===== config.mk =====
export PLATFORM = sky130hd
export DESIGN_NAME = gf16_inv_seq_flat
export DESIGN_NICKNAME = d
export VERILOG_FILES = /design/src/rtl/gf16_inv_if.sv /design/src/rtl/gf16_inv_seq.sv /design/src/flat_wrapper.sv
export SDC_FILE = /design/constraint.sdc
export NUM_CORES = 1
export LEC_CHECK = 0
export BUFFER_PORTS_ARGS = -buffer_cell sky130_fd_sc_hd__buf_4
export CAP_MARGIN = 0
export CELL_PAD_IN_SITES_DETAIL_PLACEMENT = 1
export CELL_PAD_IN_SITES_GLOBAL_PLACEMENT = 2
export CORE_MARGIN = 2
export CORE_UTILIZATION = 28
export CTS_BUF_LIST = sky130_fd_sc_hd__clkbuf_4 sky130_fd_sc_hd__clkbuf_8 sky130_fd_sc_hd__clkbuf_16
export CTS_CLUSTER_DIAMETER = 60
export CTS_CLUSTER_SIZE = 30
export DETAILED_ROUTE_END_ITERATION = 6
export PLACE_DENSITY = 0.77
export SLEW_MARGIN = 20
export SYNTH_ARGS = -nofsm -noshare
export SYNTH_HDL_FRONTEND = slang
export SYNTH_SLANG_ARGS = --single-unit

===== constraint.sdc =====
create_clock -name clk -period 2.3 [get_ports clk]
set_input_delay 0.23 -clock clk [delete_from_list [all_inputs] [get_ports clk]]
set_output_delay 0.23 -clock clk [all_outputs]
set_load 0.01 [all_outputs]

===== src/rtl/gf16_inv_if.sv =====
// gf16_inv_if: operand/result handshake bundle for the GF(2^4) inverter.
interface gf16_inv_if;
  logic       in_valid;
  logic       in_ready;
  logic [3:0] in_data;
  logic       in_par;
  logic       out_valid;
  logic       out_ready;
  logic [3:0] out_data;
  logic       out_err;
  modport master (
    output in_valid, in_data, in_par, out_ready,
    input  in_ready, out_valid, out_data, out_err
  );
  modport slave (
    input  in_valid, in_data, in_par, out_ready,
    output in_ready, out_valid, out_data, out_err
  );
endinterface


===== src/rtl/gf16_inv_seq.sv =====
// gf16_inv_seq: sequential GF(2^4) inverse (a^14) by three square-and-multiply steps, mod x^4+x+1.
// Optional input parity check enabled by defining GF16_INV_PARITY_EN.
module gf16_inv_seq (
  input logic      clk,
  input logic      rst,
  gf16_inv_if.slave bus
);
`ifdef GF16_INV_PARITY_EN
  localparam bit PAR_EN = 1'b1;
`else
  localparam bit PAR_EN = 1'b0;
`endif
  typedef enum logic [2:0] {IDLE, SQ1, SQ2, SQ3, HOLD} state_t;
  function automatic logic [3:0] gf_mul(input logic [3:0] a, input logic [3:0] b);
    logic [3:0] p;
    logic [3:0] x;
    p = '0;
    x = a;
    for (int i = 0; i < 4; i++) begin
      p = b[i] ? p ^ x : p;
      x = {x[2:0], 1'b0} ^ (x[3] ? 4'h3 : 4'h0);
    end
    return p;
  endfunction
  state_t     state_q, state_d;
  logic [3:0] s_q, s_d, acc_q, acc_d, sq;
  logic       err_q, err_d;
  assign sq = gf_mul(s_q, s_q);
  always_comb begin
    state_d = state_q;
    s_d     = s_q;
    acc_d   = acc_q;
    err_d   = err_q;
    case (state_q)
      IDLE: if (bus.in_valid) begin
        state_d = SQ1;
        s_d     = bus.in_data;
        acc_d   = 4'h1;
        err_d   = PAR_EN & (bus.in_par ^ (^bus.in_data));
      end
      SQ1, SQ2, SQ3: begin
        state_d = state_q == SQ1 ? SQ2 : state_q == SQ2 ? SQ3 : HOLD;
        s_d     = sq;
        acc_d   = gf_mul(acc_q, sq);
      end
      HOLD: state_d = bus.out_ready ? IDLE : HOLD;
      default: state_d = IDLE;
    endcase
  end
  always_ff @(posedge clk) begin
    if (rst) begin
      state_q <= IDLE;
      s_q     <= '0;
      acc_q   <= '0;
      err_q   <= 1'b0;
    end else begin
      state_q <= state_d;
      s_q     <= s_d;
      acc_q   <= acc_d;
      err_q   <= err_d;
    end
  end
  assign bus.in_ready  = state_q == IDLE;
  assign bus.out_valid = state_q == HOLD;
  assign bus.out_data  = bus.out_valid ? acc_q : 4'h0;
  assign bus.out_err   = bus.out_valid & err_q;
endmodule


===== src/flat_wrapper.sv =====
// flat-port wrapper written by rule: the top's interface ports become plain ports
module gf16_inv_seq_flat 
  (clk, rst, bus_in_valid, bus_in_data, bus_in_par, bus_out_ready, bus_in_ready, bus_out_valid, bus_out_data, bus_out_err);
  gf16_inv_if bus_i ();
  input logic clk;
  input logic rst;
  input wire logic [$bits(bus_i.in_valid)-1:0] bus_in_valid;
  input wire logic [$bits(bus_i.in_data)-1:0] bus_in_data;
  input wire logic [$bits(bus_i.in_par)-1:0] bus_in_par;
  input wire logic [$bits(bus_i.out_ready)-1:0] bus_out_ready;
  output wire logic [$bits(bus_i.in_ready)-1:0] bus_in_ready;
  output wire logic [$bits(bus_i.out_valid)-1:0] bus_out_valid;
  output wire logic [$bits(bus_i.out_data)-1:0] bus_out_data;
  output wire logic [$bits(bus_i.out_err)-1:0] bus_out_err;
  assign bus_i.in_valid = bus_in_valid;
  assign bus_i.in_data = bus_in_data;
  assign bus_i.in_par = bus_in_par;
  assign bus_i.out_ready = bus_out_ready;
  assign bus_in_ready = bus_i.in_ready;
  assign bus_out_valid = bus_i.out_valid;
  assign bus_out_data = bus_i.out_data;
  assign bus_out_err = bus_i.out_err;
  gf16_inv_seq u_core (.clk(clk), .rst(rst), .bus(bus_i));
endmodule

==> impl_metrics.csv <==
group,metric,value,unit
cells_and_area,drive_above_1_share,19.2,%
synth,synth_seq_cells,11,
cells_and_area,area_growth,22.4,%
worst_setup_path,crit_path_end_kind,"flip-flop",
floorplan,ioPinCount,16,
global_routing,grt_most_used_layer,"met2",
global_routing,antenna_found_initial,0,
sta,drv_slew,0,
flow_run,maxCapViolations,0,
routing,via_per_inst,5.35,
floorplan,row_count,22,
worst_setup_path,setup.worst_path.class,"flip-flop to flip-flop",
floorplan,core,3720,sq um
sta,worst_slack,129,ps
worst_setup_path,critPathLaunchType,"flip-flop",
sta,worstMarginPinSlew,567,ps
floorplan,fp.dieW,66.4,um
sta,hold_violations,0,
sta,max_slew_margin,62.1,%
cells_and_area,nFillCells,477,
worst_hold_path,hold_path_class,"primary input to flip-flop",
worst_setup_path,cp_max_fo,6,
cells_and_area,final_cell_mix,"nor2_1, buf_4, nand2_1",
worst_setup_path,cp.required,2480,ps
clock_network,cts_root_buffer,"clkbuf_8",
power_and_ir_drop,ir_drop,351,uV
synth,ys.warnings.count,0,
global_routing,grt-ovfl-total,0,
synth,synth_top_area_share,20.2,%
synth,async_flop_share,0,%
synth,synth_cell_types,50,
placement,placed_cells,211,
placement,gp_congestion,0.755,
clock_network,cts_hold_buf,0,
clock_network,numCtsBuffers,3,
power_and_ir_drop,total_power,927,uW
cells_and_area,diodes,0,
floorplan,start_util,29.4,%
synth,ys_top_cells_by_area,"dfxtp_1, nor2_1, nand2_1, and3_1, clkbuf_1",
global_routing,grt_pass1_wl,5730,um
power_and_ir_drop,power.leakage,0.570,nW
synth,ys_dominant_reg_cell,"dfxtp_1",
routing,antenna_left,0,
clock_network,cts-resized-gates,0,
floorplan,die_y,66.4,um
sta,fin_setup_tns,0,ps
power_and_ir_drop,p_per_area,694,nW/um^2
cells_and_area,num-nets-final,178,
global_routing,use_met2,28.9,%
cells_and_area,postLayoutCellArea,1340,sq um
floorplan,die-area,4410,sq um
sta,finalCritPeriodShare,94.4,%
sta,rsz0062_at_grt,"false",
worst_setup_path,arrival,2350,ps
sta,fin_worst_skew,3.44,ps
clock_network,cts.sinks,11,
synth,synth_area_per_cell,7.08,sq um
placement,pre_cts_ws,80.9,ps
clock_network,post-cts-setup-buffers,0,
routing,wl_per_cell,14.8,um
cells_and_area,seq_area,220,sq um
clock_network,clock_path_buffers,2,
global_routing,grt_use_met1,21.1,%
synth,syn_inst,154,
sta,setup_violations,0,
global_routing,grt_max_degree,18,
clock_network,cts_tree,"built",
synth,synth_edf_count,0,
sta,final.min_clock_period,2170,ps
synth,syn-num-nets,164,
global_routing,grt_pass1_vias,1187,
global_routing,met3_usage,2.73,%
routing,wirelength,3190,um
cells_and_area,multiInputGateArea,821,sq um
sta,fmax,461,MHz
routing,drtIter0Drc,38,
clock_network,path_clk_slew,50,ps
synth,yosys.area.top_type,"dfxtp_1",
clock_network,clk_latency,240,ps
placement,hpwl,2460,um
status,outcome,"complete, no violations",
routing,vias,1150,
routing,drc_errors,0,
clock_network,cts_max_level,1,
routing,firstDrtPassIters,5,
placement,io_buffers,13,
synth,synth_area,1090,sq um
cells_and_area,stdcell_count,215,
global_routing,track_usage,16.8,%
placement,dpl-instance-area,1280,sq um
synth,ys_seq_area_share,20.2,%
report_power, final:
part	switching, mW	leakage (nW)	internal (mW)
Sequential	0.0447	0.0904	0.216
Clock	0.0767	0.0255	0.119
Combinational	0.261	0.454	0.209
kinds of logic after synthesis:
family,after synthesis,share of synthesized area (%)
and+or+nand+nor,75,34.4
AOI/OAI and AO/OA,36,24.7
buffers and inverters,18,6.88
DFF,11,20.2
xor gates and xnor gates,7,7.57
muxes,5,4.82
adders and majority gates,1,1.15
other,1,0.344
worst paths after layout:
kind	startpoint	endpoint	slack, ps	depth (start not counted)
worst min-delay path	rst	u_core.state_q[1]	250	2
worst max register to register	u_core.s_q[3]	u_core.acc_q[2]	130	9
worst max-delay path	u_core.s_q[3]	u_core.acc_q[2]	130	9
worst min register to register	u_core.state_q[0]	u_core.state_q[0]	510	1
metal layers:
| metal | up-vias | wire length, um |
|---|---|---|
| met5 | - | 0 |
| met4 | 0 | 29 |
| met3 | 2 | 63 |
| met2 | 13 | 1580 |
| met1 | 559 | 1510 |
| li1 | 576 | - |
through the flow:
| step | util (%) | hold slack, ps |
|---|---|---|
| after floorplan | - | 394 |
| after global placement | 34.3 | 490 |
| after detailed placement | 34.3 | 498 |
| after CTS | 35.6 | 246 |
| after global routing | 35.9 | 258 |
| final | 35.9 | 249 |
synth_stat cells, types with 3 or more instances:
cell and number:
nor3_1 7, inv_1 4, dfxtp_1 11, and2_1 3, xnor2_1 4, clkbuf_1 10, nor2_1 23, buf_2 3
a21oi_1 6, nand3_1 4, o21ai_0 3, a211o_1 3, or2_1 3, and3_1 6, nand2_1 15, a32o_1 3
mux2i_1 3
worst max-delay path: stages (launching register included):
cell      delay [ps]
dfxtp_1          330
ha_4             310
a21boi_1          80
buf_4            150
or2_1            300
buf_4            180
and3_1           130
mux2_1           310
a211o_1          260
nand3_1           60
state kept, by name, summed over array words and instances (netlist names):
name and cells:
u_core.acc_q 4, u_core.state_q 3, u_core.s_q 4
layout make-up:
type	count	share of cell area [%]
Clock buffer	3	3.09
Sequential cell	11	16.5
Multi-Input combinational cell	125	61.5
Timing Repair Buffer	23	12.9
Inverter	4	1.12
Clock inverter	1	0.375
Tap cell	48	4.50
(Power assumes the default switching activity.)
